### src/rtl/sap_cpu_pkg.sv
// Shared definitions for the SAP CPU core: default sizes, opcode
// encodings and the control state type.
package sap_cpu_pkg;

    localparam int DEF_DATA_W = 8;
    localparam int DEF_ADDR_W = 4;

    localparam logic [3:0] OP_NOP = 4'h0;
    localparam logic [3:0] OP_LDA = 4'h1;
    localparam logic [3:0] OP_ADD = 4'h2;
    localparam logic [3:0] OP_SUB = 4'h3;
    localparam logic [3:0] OP_STA = 4'h4;
    localparam logic [3:0] OP_LDI = 4'h5;
    localparam logic [3:0] OP_JMP = 4'h6;
    localparam logic [3:0] OP_JC  = 4'h7;
    localparam logic [3:0] OP_JZ  = 4'h8;
    localparam logic [3:0] OP_OUT = 4'hE;
    localparam logic [3:0] OP_HLT = 4'hF;

    typedef enum logic [2:0] {
        ST_IDLE  = 3'd0,
        ST_LOAD  = 3'd1,
        ST_FETCH = 3'd2,
        ST_EXEC  = 3'd3,
        ST_HALT  = 3'd4
    } state_t;

endpackage

### src/rtl/sap_cpu_core_alu.sv
// Combinational add/subtract unit with carry and zero flags.
// For subtraction the carry flag means "no borrow" (a >= b).
module sap_alu #(
    parameter int DATA_W = 8
) (
    input  logic [DATA_W-1:0] a,
    input  logic [DATA_W-1:0] b,
    input  logic              sub,
    output logic [DATA_W-1:0] result,
    output logic              cf,
    output logic              zf
);

    logic [DATA_W:0] sum;

    // Result and flags for the selected operation.
    always_comb begin
        sum = '0;
        if (sub) begin
            result = a - b;
            cf     = (a >= b);
        end else begin
            sum    = {1'b0, a} + {1'b0, b};
            result = sum[DATA_W-1:0];
            cf     = sum[DATA_W];
        end
        zf = (result == '0);
    end

endmodule

### src/rtl/sap_cpu_core.sv
// SAP-style accumulator CPU with a program-load port.
// Optional feature macro: SAP_CPU_COND_JUMP_EN enables the JC/JZ
// conditional jumps; without it opcodes 7 and 8 execute as NOP.
//
// Load handshake: a word on prog_data is taken on a rising edge where
// prog_valid and prog_ready are both 1; prog_valid may be held high and
// prog_data must stay stable until that edge. prog_ready is 1 only in
// LOAD while the memory image is not yet complete.
module sap_cpu_core
    import sap_cpu_pkg::*;
#(
    parameter int DATA_W = DEF_DATA_W,
    parameter int ADDR_W = DEF_ADDR_W
) (
    input  logic              clk,
    input  logic              rst,
    input  logic              prog_en,
    input  logic              prog_valid,
    input  logic [DATA_W-1:0] prog_data,
    output logic              prog_ready,
    output logic              load_done,
    output logic [DATA_W-1:0] out_data,
    output logic              out_valid,
    output logic              halted,
    output state_t            dbg_state
);

    localparam int DEPTH = 1 << ADDR_W;

    state_t            state;
    logic [DATA_W-1:0] mem [DEPTH];
    logic [ADDR_W-1:0] pc;
    logic [ADDR_W-1:0] load_ptr;
    // Only the opcode and operand fields of the fetched word are kept;
    // the middle bits of an instruction carry no meaning.
    logic [3:0]        ir_op;
    logic [ADDR_W-1:0] ir_k;
    logic [DATA_W-1:0] acc;
    logic              cf;
    logic              zf;

    logic [DATA_W-1:0] mem_k;
    logic [DATA_W-1:0] alu_res;
    logic              alu_cf;
    logic              alu_zf;
    logic              take_jc;
    logic              take_jz;

    assign mem_k      = mem[ir_k];
    assign prog_ready = (state == ST_LOAD) && !load_done;
    assign halted     = (state == ST_HALT);
    assign dbg_state  = state;

`ifdef SAP_CPU_COND_JUMP_EN
    assign take_jc = (ir_op == OP_JC) && cf;
    assign take_jz = (ir_op == OP_JZ) && zf;
`else
    assign take_jc = 1'b0;
    assign take_jz = 1'b0;
`endif

    sap_alu #(.DATA_W(DATA_W)) u_alu (
        .a      (acc),
        .b      (mem_k),
        .sub    (ir_op == OP_SUB),
        .result (alu_res),
        .cf     (alu_cf),
        .zf     (alu_zf)
    );

    // Control FSM together with all architectural state and memory.
    always_ff @(posedge clk or posedge rst) begin
        if (rst) begin
            state     <= ST_IDLE;
            pc        <= '0;
            load_ptr  <= '0;
            ir_op     <= '0;
            ir_k      <= '0;
            acc       <= '0;
            cf        <= 1'b0;
            zf        <= 1'b0;
            out_data  <= '0;
            out_valid <= 1'b0;
            load_done <= 1'b0;
            for (int i = 0; i < DEPTH; i++) begin
                mem[i] <= '0;
            end
        end else begin
            out_valid <= 1'b0;
            case (state)
                ST_IDLE: begin
                    pc    <= '0;
                    state <= prog_en ? ST_LOAD : ST_FETCH;
                end
                ST_LOAD: begin
                    if (!prog_en) begin
                        pc    <= '0;
                        state <= ST_FETCH;
                    end else if (prog_valid && prog_ready) begin
                        mem[load_ptr] <= prog_data;
                        load_ptr      <= load_ptr + 1'b1;
                        if (&load_ptr) begin
                            load_done <= 1'b1;
                        end
                    end
                end
                ST_FETCH: begin
                    ir_op <= mem[pc][DATA_W-1 -: 4];
                    ir_k  <= mem[pc][ADDR_W-1:0];
                    pc    <= pc + 1'b1;
                    state <= ST_EXEC;
                end
                ST_EXEC: begin
                    state <= ST_FETCH;
                    case (ir_op)
                        OP_LDA: acc <= mem_k;
                        OP_ADD, OP_SUB: begin
                            acc <= alu_res;
                            cf  <= alu_cf;
                            zf  <= alu_zf;
                        end
                        OP_STA: mem[ir_k] <= acc;
                        OP_LDI: acc <= {{(DATA_W-ADDR_W){1'b0}}, ir_k};
                        OP_JMP: pc <= ir_k;
                        OP_JC, OP_JZ: begin
                            if (take_jc || take_jz) begin
                                pc <= ir_k;
                            end
                        end
                        OP_OUT: begin
                            out_data  <= acc;
                            out_valid <= 1'b1;
                        end
                        OP_HLT: state <= ST_HALT;
                        default: ;
                    endcase
                end
                ST_HALT: state <= ST_HALT;
                default: state <= ST_IDLE;
            endcase
        end
    end

endmodule
### config.mk
export PLATFORM = sky130hd
export DESIGN_NAME = sap_cpu_core
export DESIGN_NICKNAME = d
export VERILOG_FILES = /design/src/rtl/sap_cpu_pkg.sv /design/src/rtl/sap_cpu_core_alu.sv /design/src/rtl/sap_cpu_core.sv
export SDC_FILE = /design/constraint.sdc
export NUM_CORES = 1
export LEC_CHECK = 0
export CAP_MARGIN = 15
export CELL_PAD_IN_SITES_DETAIL_PLACEMENT = 1
export CELL_PAD_IN_SITES_GLOBAL_PLACEMENT = 1
export CORE_MARGIN = 2
export CORE_UTILIZATION = 45
export CTS_CLUSTER_DIAMETER = 50
export DETAILED_ROUTE_END_ITERATION = 10
export PLACE_DENSITY_LB_ADDON = 0.1
export SETUP_SLACK_MARGIN = 0.1
export SLEW_MARGIN = 20
export SYNTH_ARGS = -nofsm -noshare
export SYNTH_HDL_FRONTEND = slang
export SYNTH_SLANG_ARGS = --single-unit
### constraint.sdc
create_clock -name clk -period 6 [get_ports clk]
set_input_delay 1.2 -clock clk [delete_from_list [all_inputs] [get_ports clk]]
set_output_delay 1.2 -clock clk [all_outputs]
set_load 0.02 [all_outputs]
==> results of run 1 <==
## path summary, 6_finish.rpt
| check | slack (ns) | from | endpoint | depth (start not counted) |
|---|---|---|---|---|
| hold / removal | 0.51 | mem[91] | mem[91] | 1 |
| max in group asynchronous | 3.55 | rst | mem[9] | 3 |
| setup reg to reg | 1.58 | ir_k[0] | acc[6] | 14 |
| hold reg to reg | 0.51 | mem[91] | mem[91] | 1 |
| setup / recovery | 1.58 | ir_k[0] | acc[6] | 14 |
| min in group asynchronous | 1.23 | rst | load_ptr[1] | 2 |
## metal layers
layer	vias up	track usage
met5	-	0
met4	2	0.1451
met3	92	0.09980
met2	386	0.4898
met1	4416	0.4152
li1	3517	-
## power by group
group | internal [mW] | switching [mW]
Combinational | 1.12 | 1.49
Sequential | 1.46 | 0.425
Clock | 0.601 | 0.512
## layout by cell type, fill, tap and decap left out, drive strengths merged, types with 2 or more instances in the layout
master / netlist / final
a31o: 2 / 2
and2: 4 / 4
a32oi: 6 / 6
clkbuf: 48 / 20
inv: 11 / 16
nor3b: 2 / 2
ha: 13 / 13
mux2: 16 / 16
nand4: 2 / 2
o21ai: 17 / 17
clkinv: 0 / 3
nand3: 11 / 11
a21oi: 23 / 23
nand2b: 4 / 4
and3: 3 / 3
dfrtp: 165 / 165
a22o: 4 / 4
o211ai: 2 / 2
clkdlybuf4s50: 0 / 26
mux4: 73 / 73
nor3: 3 / 3
a31oi: 16 / 16
buf: 28 / 14
xor2: 2 / 2
nor2: 64 / 64
o21a: 121 / 121
nor2b: 10 / 10
xnor2: 11 / 11
a22oi: 9 / 9
nor4: 3 / 3
o221ai: 121 / 121
a221oi: 3 / 3
and4: 2 / 2
clkinvlp: 0 / 3
nand2: 72 / 72
## critical path, stage by stage (launching register included)
cell	delay, ns
dfrtp_2	1.02
mux4_2	0.61
a22o_1	0.30
nor2_1	0.24
ha_1	0.25
nor2_1	0.08
xnor2_1	0.13
ha_1	0.33
nor2b_1	0.16
o21ai_0	0.22
a21boi_0	0.16
o21a_1	0.21
or3_1	0.31
a32oi_1	0.19
o21ai_0	0.09
## registers in the layout, summed over array words and instances, names as in the netlist
name       flops
ir_k           4
load_done      1
acc            8
load_ptr       4
out_data       8
ir_op          4
mem          128
dbg_state      3
out_valid      1
pc             4
## final cells by class
cell class / instances / area (um2)
clock buffers: 20 / 456.7
repair buffers: 40 / 365.4
fillers: 2293 / 10820
well taps: 280 / 350.3
inverters: 11 / 46.29
clock inverters: 12 / 117.6
multi-input cells: 634 / 5538
flip-flops and latches: 165 / 4133
## kinds of logic after synthesis
family / Yosys count / synth area share
xor gates and xnor gates: 13 / 0.01136
adders and majority gates: 14 / 0.01822
buffers and inverters: 87 / 0.03743
AOI/OAI and AO/OA: 332 / 0.2547
DFF: 165 / 0.4118
and+or+nand+nor: 186 / 0.08385
muxes: 89 / 0.1827
## per-stage QoR
step | utilization | std cells | setup slack (ns) | instance area, um2
floorplan | - | 886 | 0.3383 | 10030
global placement | 0.4774 | 1130 | 1.646 | 10420
detailed placement | 0.4774 | 1130 | 1.540 | 10420
CTS | 0.5037 | 1162 | 1.538 | 10990
global route | 0.5044 | 1162 | 1.229 | 11010
finish | 0.5044 | 1162 | 1.578 | 11010
==> run summary, run 1 <==
Pwr/cell area = 509.3 nW/um2
Layout Skew = 0.01425 ns
YS warnings = 0
Total congestion overflow = 0
Core area = 21820 um2
Distinct cell type count after synthesis = 55
Mapped Area = 10030 um2
HPWL after DPL = 24620 um
Rel. slew slack = 0.2302
Die W = 153.3 um
Gr usage total = 0.3188
Power, Total = 5.606 mW
Final WL = 36550 um
CTS Sinks = 165
WL met2 = 16880 um
Synth top area cells = dfrtp_1 (41%), mux4_2 (16%), o221ai_1 (11%)
Routed wl met3 = 3377 um
I/O Pins = 27
M1 WL = 14640 um
DRC viols = 0
Top-area cell type share of the netlist area = 0.4118
Cells after Synth = 886
Clk Latency, worst-skew pair = 0.45 ns
First-pass DRT Iterations = 6
Pins Over Slew Limit = 0
Final min period = 4.422 ns
Top_reg_cell synth = dfrtp_1
Area growth syn-to-layout = 9.770%
Routed len/inst = 31.45 um
Worst-case clock buffer depth = 2
IO Port Bufs = 26
Upper clock frequency limit = 226.1 MHz
Lkg Pwr = 3.536 nW
Layout cells sized above 1 = 0.1678
Initial antenna violation count = 1
Worst EP arrival = 4.75 ns
Req. time, crit path = 6.33 ns
Crit Path Category = reg -> reg
Worst-Margin Slew = 1.150 ns
Final count of hold timing violations = 0
Vias = 8413
Fraction of registers with async set/reset = 1.000
Syn Area/Cell = 11.32 um2
Antenna diodes = 0
Yosys reg bits = 165
Initial Util = 0.4595
Hold-fix buffers at CTS = 0
Htree depth = 4
EDFF count, synth = 0
Crit path max fanout = 31
Worst VDD drop = 209.9 uV
Period utilization = 0.7370
First-pass GRT wire length = 56320 um
CTS tree = built
DR iter-0 viols = 854
Die area = 23490 um2
Post-synth net total = 912
Num rows = 54
Sequential fraction of the synthesis area = 0.4118
Status = finished clean
Clk root buf = clkbuf_16
Most common cell in the netlist = dfrtp_1
RSZ-0062 raised after global routing = no
Setup violators final = 0
Post-CTS Setup Inserts = 0
CTS buffer count = 17
Final Hold Slack = 0.5118 ns
Synth area leader = dfrtp_1
Synth cell count leaders = dfrtp_1 (165), o21a_1 (121), o221ai_1 (121)
Post-CTS resize count = 0
Highest metal layer with signal wires = met5
MaxCap Viol Count = 0
Setup tns final = 0 ns
Die height = 153.3 um
Worst-path clk slew = 0.07 ns
Crit start category = flip-flop
Final nets = 895
Via density = 7.240
GPL Wtd Cong = 0.9283
Largest net degree at the start of global routing = 76
Hold/Removal Path Class = reg -> reg
Vias in the first global route = 8936
Crit end category = flip-flop
DRT antenna net count = 0
No activity file was read; power rests on OpenSTA's default activity.
==> run 2, diff against run 1 <==
==> constraint.sdc (replaced) <==
create_clock -name clk -period 4.3 [get_ports clk]
set_input_delay 0.86 -clock clk [delete_from_list [all_inputs] [get_ports clk]]
set_output_delay 0.86 -clock clk [all_outputs]
set_load 0.02 [all_outputs]
==> run 2 against run 1 <==
First-iteration DRC count rose by 11%. Clock skew increased by 0.0018 ns. Core utilization up 1.4 points. Die area did not move. Setup slack got worse by 1.2 ns. Register-to-register slack got worse by 1.2 ns. Non-clock buffer count increased by 33. Sequential power is 41% higher. Final area rose by 2.8%.
==> run summary, run 2 (synthesis gave the netlist of run 1 again) <==
I/O Pins = 27 (unchanged)
P_sw = 3.413 mW (+41%)
Initial antenna violation count = 0 (-1)
First-pass DRT Iterations = 5 (-1)
Largest register FFs = 128 (unchanged)
Clk Latency, worst-skew pair = 0.45 ns (about the same)
Crit end category = flip-flop
Worst hold start = out_data[5]
HPWL after DPL = 25760 um (+4.6%)
Htree depth = 4 (unchanged)
Fill cells = 2306 (+0.57%)
RSZ-0062 raised after global routing = no
Via density = 7.260 (+0.28%)
RR Startpoint = ir_k[1]
Routed len/inst = 31.03 um (-1.3%)
Setup violators final = 0 (unchanged)
Clk root buf = clkbuf_16
Clk pwr share = 0.207 (+0.008)
Worst-case clock buffer depth = 2 (unchanged)
Most frequent cells in the layout = dfrtp_1 (162), o221ai_1 (121), o21a_1 (121)
Final nets = 928 (+3.7%)
Status = finished clean
Final Hold Slack = 0.5128 ns (+0.001028 ns)
Pins Over Slew Limit = 0 (unchanged)
CTS Sinks = 165 (unchanged)
Commonest non-fill, non-tap cell in the layout = dfrtp_1
Worst-path clk slew = 0.07 ns (about the same)
Sw Share = 0.4252 (-0.007488)
Initial Util = 0.4595 (unchanged)
Crit Path Category = reg -> reg
Core area = 21820 um2 (unchanged)
DRT antenna net count = 0 (unchanged)
Antenna diodes = 0 (unchanged)
Die height = 153.3 um (unchanged)
Final instance area = 11320 um2 (+2.8%)
Final WL = 37050 um (+1.4%)
Biggest register = mem
Internal power = 4.614 mW (+45%)
Sequential share of power = 0.331 (-0.004)
Vias = 8669 (+3.0%)
Setup tns final = 0 ns (unchanged)
Rel. slew slack = 0.3069 (+0.07674)
First-pass GRT wire length = 57730 um (+2.5%)
Final count of hold timing violations = 0 (unchanged)
GPL Wtd Cong = 0.9499 (+2.3%)
Req. time, crit path = 4.62 ns (-1.71 ns)
Worst VDD drop = 295.5 uV (+41%)
Layout Skew = 0.01601 ns (+0.001754 ns)
Vias in the first global route = 9123 (+2.1%)
Gr usage total = 0.3259 (+0.007119)
IO Port Bufs = 26 (unchanged)
DR iter-0 viols = 947 (+11%)
FF-to-FF End = acc[6]
Hold/Removal Path Class = reg -> reg
Worst EP arrival = 4.23 ns (-0.52 ns)
CTS buffer count = 17 (unchanged)
Hold path depth = 1 (unchanged)
Final min period = 3.910 ns (-0.5124 ns)
Worst-Margin Slew = 1.037 ns (-0.1130 ns)
Crit path max fanout = 29 (-6.5%)
Lkg Pwr = 3.733 nW (+5.6%)
Total congestion overflow = 0 (unchanged)
Die area = 23490 um2 (unchanged)
Period utilization = 0.9092 (+0.1722)
Cells on worst reg2reg path = 14 (unchanged)
CTS tree = built
Hold-fix buffers at CTS = 0 (unchanged)
Die W = 153.3 um (unchanged)
FF-to-FF setup slack = 0.39 ns (-1.19 ns)
Logic pwr share = 0.461 (-0.005)
Largest net degree at the start of global routing = 69 (-9.2%)
Layout cells sized above 1 = 0.1926 (+0.02476)
Area growth syn-to-layout = 12.88%
Non-Filler Instances = 1194 (+2.8%)
Crit start category = flip-flop
Upper clock frequency limit = 255.8 MHz (+13%)
Placed insts = 1157 (+2.4%)
Num rows = 54 (unchanged)
Worst hold endpoint = out_data[5]
Pwr/cell area = 709.2 nW/um2 (+39%)
Area post-placement = 10660 um2 (+2.4%)
Top Registers = mem x128, acc x8, out_data x8
DRC viols = 0 (unchanged)
Power, Total = 8.027 mW (+43%)
MaxCap Viol Count = 0 (unchanged)
run 2: area by class of cell:
class                      instances  area (um2)  area share
sequential                       165        4135      0.3654
tap                              280       350.3     0.03095
clock buffer                      18       439.2     0.03880
timing repair buffer              73       650.6     0.05748
multi-input combinational        634        5529      0.4885
clock inverter                    13       168.9     0.01492
inverter                          11       45.04    0.003980
run 2: metal layers:
metal | up-vias | GRT usage | wire, um
li1 | 3575 | - | -
met1 | 4568 | 0.4363 | 15000
met2 | 440 | 0.5028 | 17210
met3 | 86 | 0.08704 | 3266
met4 | 0 | 0.1398 | 1569
met5 | - | 0 | 0
run 2: worst max path at each step:
stage | end | startpoint | depth (start not counted) | slack (ns)
2_1_floorplan | acc[6] | ir_k[0] | 17 | 0.61
3_3_place_gp | acc[7] | ir_k[0] | 16 | 0.31
3_5_place_dp | acc[7] | ir_k[0] | 16 | 0.28
4_1_cts | acc[7] | ir_k[0] | 16 | 0.28
5_1_grt | acc[7] | ir_k[1] | 16 | 0.12
6_report | acc[6] | ir_k[1] | 14 | 0.39
run 2: metrics by stage:
| stage | utilization | setup slack [ns] |
|---|---|---|
| floorplan | - | 0.6133 |
| global placement | 0.4883 | 0.3103 |
| detailed placement | 0.4886 | 0.2790 |
| CTS | 0.5165 | 0.2782 |
| global route | 0.5186 | 0.1233 |
| finish | 0.5186 | 0.3903 |
run 2: critical path: stages, from the launching register on:
cell and delay (ns):
dfrtp_2 0.85, mux4_2 0.41, a22o_1 0.30, nor2_1 0.16, ha_1 0.21, nor2_1 0.07, xnor2_1 0.12, ha_1 0.32
nor2b_1 0.16, o21ai_0 0.20, a21boi_0 0.18, o21a_1 0.22, or3_1 0.30, a32oi_1 0.19, o21ai_0 0.09
run 2: what timing repair did:
item,4_1_cts,5_1_grt
gates resized for setup,0,1
buffers inserted,0,6
endpoints found under the setup margin,0,2
run 2: power by group through the flow:
stage / sequential (mW) / combinational (mW) / clock (mW)
after global placement: 2.63 / 3.49 / 0
after CTS: 2.65 / 3.63 / 1.67
after detailed placement: 2.67 / 3.61 / 0
final: 2.66 / 3.70 / 1.66
after global routing: 2.73 / 3.96 / 1.74
after floorplan: 2.36 / 2.61 / 0
